**src/rtl/uart_rx_fifo.sv**
```systemverilog
//------------------------------------------------------------------------------
// uart_rx_fifo
//
// Receive-side byte buffer between the UART receiver and the host register
// read mux. Bytes strobed out of the receiver are queued here. The head byte
// and status are presented on uartdata, and the occupancy on rxcount. Each
// host read access to register UART_ID pops exactly one entry, no matter how
// long the read strobe is held.
//
// Ports:
//   clk        in   system clock, all state changes on the rising edge
//   reset      in   synchronous, active-high reset
//   rx_byte    in   [7:0]  received byte
//   rx_strobe  in   one-cycle pulse, rx_byte is valid this cycle
//   read       in   host read strobe, may be held for several cycles
//   id         in   [15:0] host register id
//   flush      in   synchronous clear of contents and overrun flag
//   uartdata   out  [15:0] {overrun, empty, 6'b0, head_byte}
//   rxcount    out  [15:0] occupancy, zero-extended
//   rx_full    out  occupancy == DEPTH
//   rx_empty   out  occupancy == 0
//------------------------------------------------------------------------------
module uart_rx_fifo #(
  parameter int          DEPTH   = 16,
  parameter int          AW      = 4,
  parameter logic [15:0] UART_ID = 16'h0003
) (
  input  logic        clk,
  input  logic        reset,
  input  logic [7:0]  rx_byte,
  input  logic        rx_strobe,
  input  logic        read,
  input  logic [15:0] id,
  input  logic        flush,
  output logic [15:0] uartdata,
  output logic [15:0] rxcount,
  output logic        rx_full,
  output logic        rx_empty
);

  localparam logic [AW:0] LP_DEPTH = (AW+1)'(DEPTH);

  logic [7:0]  r_mem [DEPTH];
  logic [AW-1:0] r_wr_ptr;
  logic [AW-1:0] r_rd_ptr;
  logic [AW:0]   r_count;
  logic          r_overrun;
  logic          r_read_q;

  logic        w_acc;
  logic        w_acc_edge;
  logic        w_pop;
  logic        w_push;
  logic        w_drop;
  logic        w_empty;
  logic        w_full;
  logic [7:0]  w_head;

  assign w_empty = (r_count == '0);
  assign w_full  = (r_count == LP_DEPTH);

  // An access is the first cycle in which read targets UART_ID; holding read
  // afterwards does not produce further pops.
  assign w_acc      = read && (id == UART_ID);
  assign w_acc_edge = w_acc && !r_read_q;
  assign w_pop      = w_acc_edge && !w_empty;

  // A pop in the same cycle frees the slot, so a full FIFO still accepts.
  assign w_push = rx_strobe && (!w_full || w_pop);
  assign w_drop = rx_strobe && !w_push;

  // NOTE: sequential state uses non-blocking assignments only, so every
  // register samples the pre-edge value of every other register.
  always_ff @(posedge clk) begin
    if (reset || flush) begin
      r_wr_ptr  <= '0;
      r_rd_ptr  <= '0;
      r_count   <= '0;
      r_overrun <= 1'b0;
      r_read_q  <= 1'b0;
    end else begin
      r_read_q <= w_acc;

      if (w_push) begin
        r_wr_ptr <= r_wr_ptr + 1'b1;
      end
      if (w_pop) begin
        r_rd_ptr <= r_rd_ptr + 1'b1;
      end

      if (w_push && !w_pop) begin
        r_count <= r_count + 1'b1;
      end else if (w_pop && !w_push) begin
        r_count <= r_count - 1'b1;
      end

      // A drop in the same cycle as an access keeps the flag set.
      if (w_drop) begin
        r_overrun <= 1'b1;
      end else if (w_acc_edge) begin
        r_overrun <= 1'b0;
      end
    end
  end

  // NOTE: the storage array has no reset; emptiness is tracked by r_count and
  // the head byte is masked while empty, so stale contents are never visible.
  // Keeping it reset-free lets it map onto plain flops or distributed RAM.
  always_ff @(posedge clk) begin
    if (!reset && !flush && w_push) begin
      r_mem[r_wr_ptr] <= rx_byte;
    end
  end

  // NOTE: combinational blocks assign a default first so no path leaves the
  // output unassigned and no latch is inferred.
  always_comb begin
    w_head = 8'h00;
    if (!w_empty) begin
      w_head = r_mem[r_rd_ptr];
    end
  end

  assign uartdata = {r_overrun, w_empty, 6'b000000, w_head};
  assign rxcount  = {{(16-AW-1){1'b0}}, r_count};
  assign rx_full  = w_full;
  assign rx_empty = w_empty;

endmodule

```
**config.mk**
```make
export PLATFORM = sky130hd
export DESIGN_NAME = uart_rx_fifo
export DESIGN_NICKNAME = d
export VERILOG_FILES = /design/src/rtl/uart_rx_fifo.sv
export SDC_FILE = /design/constraint.sdc
export NUM_CORES = 1
export LEC_CHECK = 0
export CAP_MARGIN = 25
export CORE_MARGIN = 3
export CORE_UTILIZATION = 53
export CTS_CLUSTER_SIZE = 14
export DETAILED_ROUTE_END_ITERATION = 8
export HOLD_SLACK_MARGIN = 0.1
export PLACE_DENSITY = 0.87
export SKIP_CTS_REPAIR_TIMING = 1
export SLEW_MARGIN = 30
export SYNTH_ARGS = -nofsm -noshare
export SYNTH_HDL_FRONTEND = slang
export SYNTH_SLANG_ARGS = --single-unit
```
**constraint.sdc**
```tcl
create_clock -name clk -period 4 [get_ports clk]
set_clock_uncertainty 0.1 [all_clocks]
set_input_delay 0.4 -clock clk [delete_from_list [all_inputs] [get_ports clk]]
set_output_delay 0.4 -clock clk [all_outputs]
set_load 0.02 [all_outputs]
```
==> metrics.txt <==
Max Fanout on Critical Path 8; first-pass GRT wire length 18,400 um; EDFF count, synth 128; Hold Crit Start r_rd_ptr[3]$_SDFFE_PP0N_; Switch Pwr 0.784 mW; Gate power share 0.053; 1st-pass router iterations 4; Main synth FF type edfxtp_1; H-tree Lvls 4; CTS Buffer Depth 2; ANT nets after route 0; Period Utilization, post-route 0.829; DRC Markers 0; Critical R2R Launch r_count[0]$_SDFFE_PP0P_; hold endpoint r_rd_ptr[3]$_SDFFE_PP0N_; r2r setup slk 0.88 ns; Post-Synth Adder-Cell Area 0.0220; Setup violations, final 0; Seq cells post-synth 147; Ys Warns 0; commonest non-fill, non-tap cells in the layout edfxtp_1, clkdlybuf4s50_1, mux4_2; input/output buffers 45; Skew-Pair Late Insertion Delay 0.42 ns; die height 113 um; Async SR Flop Fraction 0; HPWL Detailed 7300 um; max_cap viols 0; RSZ-0062 raised after global routing false; Final GP Congestion 0.780; Die Width 113 um; Critical Path RT 3.50 ns; cell count after synthesis 343; maximum number of pins on one net before global-route repair 33; reg-to-reg endpoint r_count[4]$_SDFFE_PP0P_; Die ar. 12,700 um2; share of post-route cells with drive strength above 1 0.216; WHS Path Cells 2; Synth-to-Final Area Change 20.4%; crit end category primary output; vias per std cell 5.77; synth unique cells 36; share of the yosys chip area belonging to registers 0.701; Worst setup SP type flop; pin slew with the least headroom to its limit 0.587 ns; Clock Power Share 0.457; leakage 2.39 nW; Worst-path clk slew 0.06 ns; Seq pwr share 0.490; P_int 2.64 mW; row cnt 38; CTS Root Cell clkbuf_16; peak supply drop 246 uV; Initial Utilization 0.549; Compound-Gate Fraction of Synth Area 0.0270; # fillers 723; TritonCTS Buffers 17; CTS tree done; antenna violations before repair 0; design area 7260 um2; power per cell area 472 nW/um2; final WL 11,700 um; diode count 0; Placement Cell Area 6670 um2; most common cell after layout, fill and taps aside edfxtp_1; Slew headroom 0.608; vias in the first global route 3,466; total grt overflow 0; worst path arrival time 2.82 ns; 1st-iter DRT viols 228; GRT Total Usage 0.196; simple-gate area share of the yosys netlist 0.0527; Final nets 448; setup TNS 0 ns; hold crit path type flop to flop; Top Ports 63; clock tree sinks 147; Crit Path Class flop to primary output; Post-Syn Area 6030 um2; xor/xnor share of the synthesized area 0.00726; syn_area_per_cell 17.6 um2; switching part of the total 0.229; max-slew violations 0; R2R depth 11; post-synthesis mux area share 0.153; via count 3,244; Max Clk Rate 0.302 GHz; largest family of logic cells by synthesized area multiplexers; status finished, final reports clean; WL per Instance 20.8 um; core box area 11,000 um2; final worst path period need 3.32 ns; Fin. Hold Viols 0
## worst max path at each step
stage	startpoint	to	slack (ns)	cells after the start
after floorplan	id[4]	r_count[4]$_SDFFE_PP0P_	0.84	11
after global placement	id[4]	r_count[4]$_SDFFE_PP0P_	0.58	12
after detailed placement	id[4]	r_count[4]$_SDFFE_PP0P_	0.44	12
after CTS	r_count[0]$_SDFFE_PP0P_	uartdata[6]	0.68	5
after global routing	r_count[0]$_SDFFE_PP0P_	uartdata[6]	0.47	5
final	r_count[0]$_SDFFE_PP0P_	uartdata[6]	0.68	5
## logic make-up after synthesis
| logic type | count (synthesis) |
|---|---|
| multiplexers | 52 |
| AND/OR/NAND/NOR | 62 |
| XOR/XNOR | 5 |
| AO/OA/AOI/OAI | 27 |
| other | 1 |
| buffers and inverters | 39 |
| flip-flops | 147 |
| adder cells (fa/ha/maj) | 10 |
## sequential cells by signal, summed over array words and instances, names as in the netlist, named ones only
signal     cells
r_count        5
r_mem        128
r_overrun      1
r_rd_ptr       4
r_read_q       1
r_wr_ptr       4
## per-stage QoR
stage          utilization  instances  hold WS [ns]  power, mW  setup slack, ns
3_5_place_dp         0.608        530         0.417       1.89            0.439
2_1_floorplan            -        359         0.359       1.81            0.840
5_1_grt              0.661        562         0.454       3.53            0.473
3_3_place_gp         0.608        530         0.376       1.89            0.577
6_report             0.661        562         0.418       3.43            0.683
4_1_cts              0.661        562         0.427       3.44            0.679
## Yosys cell counts (2+ instances only)
| master | n | share of area |
|---|---|---|
| nor3_1 | 4 | 0.0033 |
| o21ai_0 | 3 | 0.0025 |
| clkbuf_1 | 7 | 0.0044 |
| inv_1 | 5 | 0.0031 |
| o31ai_1 | 2 | 0.0025 |
| or2_2 | 3 | 0.0031 |
| a21o_1 | 2 | 0.0025 |
| ha_1 | 9 | 0.019 |
| xor2_1 | 2 | 0.0029 |
| buf_4 | 19 | 0.024 |
| a21oi_1 | 10 | 0.0083 |
| nor4_1 | 2 | 0.0021 |
| mux2i_1 | 20 | 0.033 |
| nor2_1 | 25 | 0.016 |
| dfxtp_1 | 19 | 0.063 |
| or3_1 | 5 | 0.0052 |
| nand2_1 | 4 | 0.0025 |
| mux4_2 | 32 | 0.12 |
| o22ai_1 | 8 | 0.0083 |
| buf_2 | 5 | 0.0041 |
| xnor2_1 | 3 | 0.0044 |
| edfxtp_1 | 128 | 0.64 |
| nand3_1 | 9 | 0.0075 |
| nand2b_1 | 3 | 0.0031 |
| buf_1 | 3 | 0.0019 |
## area by class of cell
class / count / area, um2 / area share
tap: 140 / 175 / 0.0241
timing repair buffer: 65 / 613 / 0.0845
sequential: 147 / 4230 / 0.582
clock inverter: 14 / 156 / 0.0215
clock buffer: 18 / 429 / 0.0591
inverter: 5 / 18.8 / 0.00259
multi-input combinational: 173 / 1640 / 0.226
## power groups by stage
stage               combinational [mW]  sequential (mW)  clock, mW
floorplan                        0.101             1.71          0
global placement                 0.175             1.71          0
detailed placement               0.181             1.71          0
CTS                              0.183             1.68       1.58
global route                     0.196             1.68       1.65
finish                           0.182             1.68       1.57
## worst max-delay path: stages, from the launching register on
cell	delay, ns
dfxtp_1	0.37
nor4_1	0.34
nor2b_1	0.48
nand2b_1	0.42
o22ai_1	0.16
clkdlybuf4s50_1	0.63
## metal layers
layer  routed length [um]  global-route usage  vias to the layer above
met2                 5960               0.323                      124
met5                    0                   0                        -
li1                     -                   -                     1455
met3                  706              0.0566                       27
met1                 4680               0.239                     1638
met4                  343              0.0954                        0
Note: power is estimated with default switching activity, not from simulation.
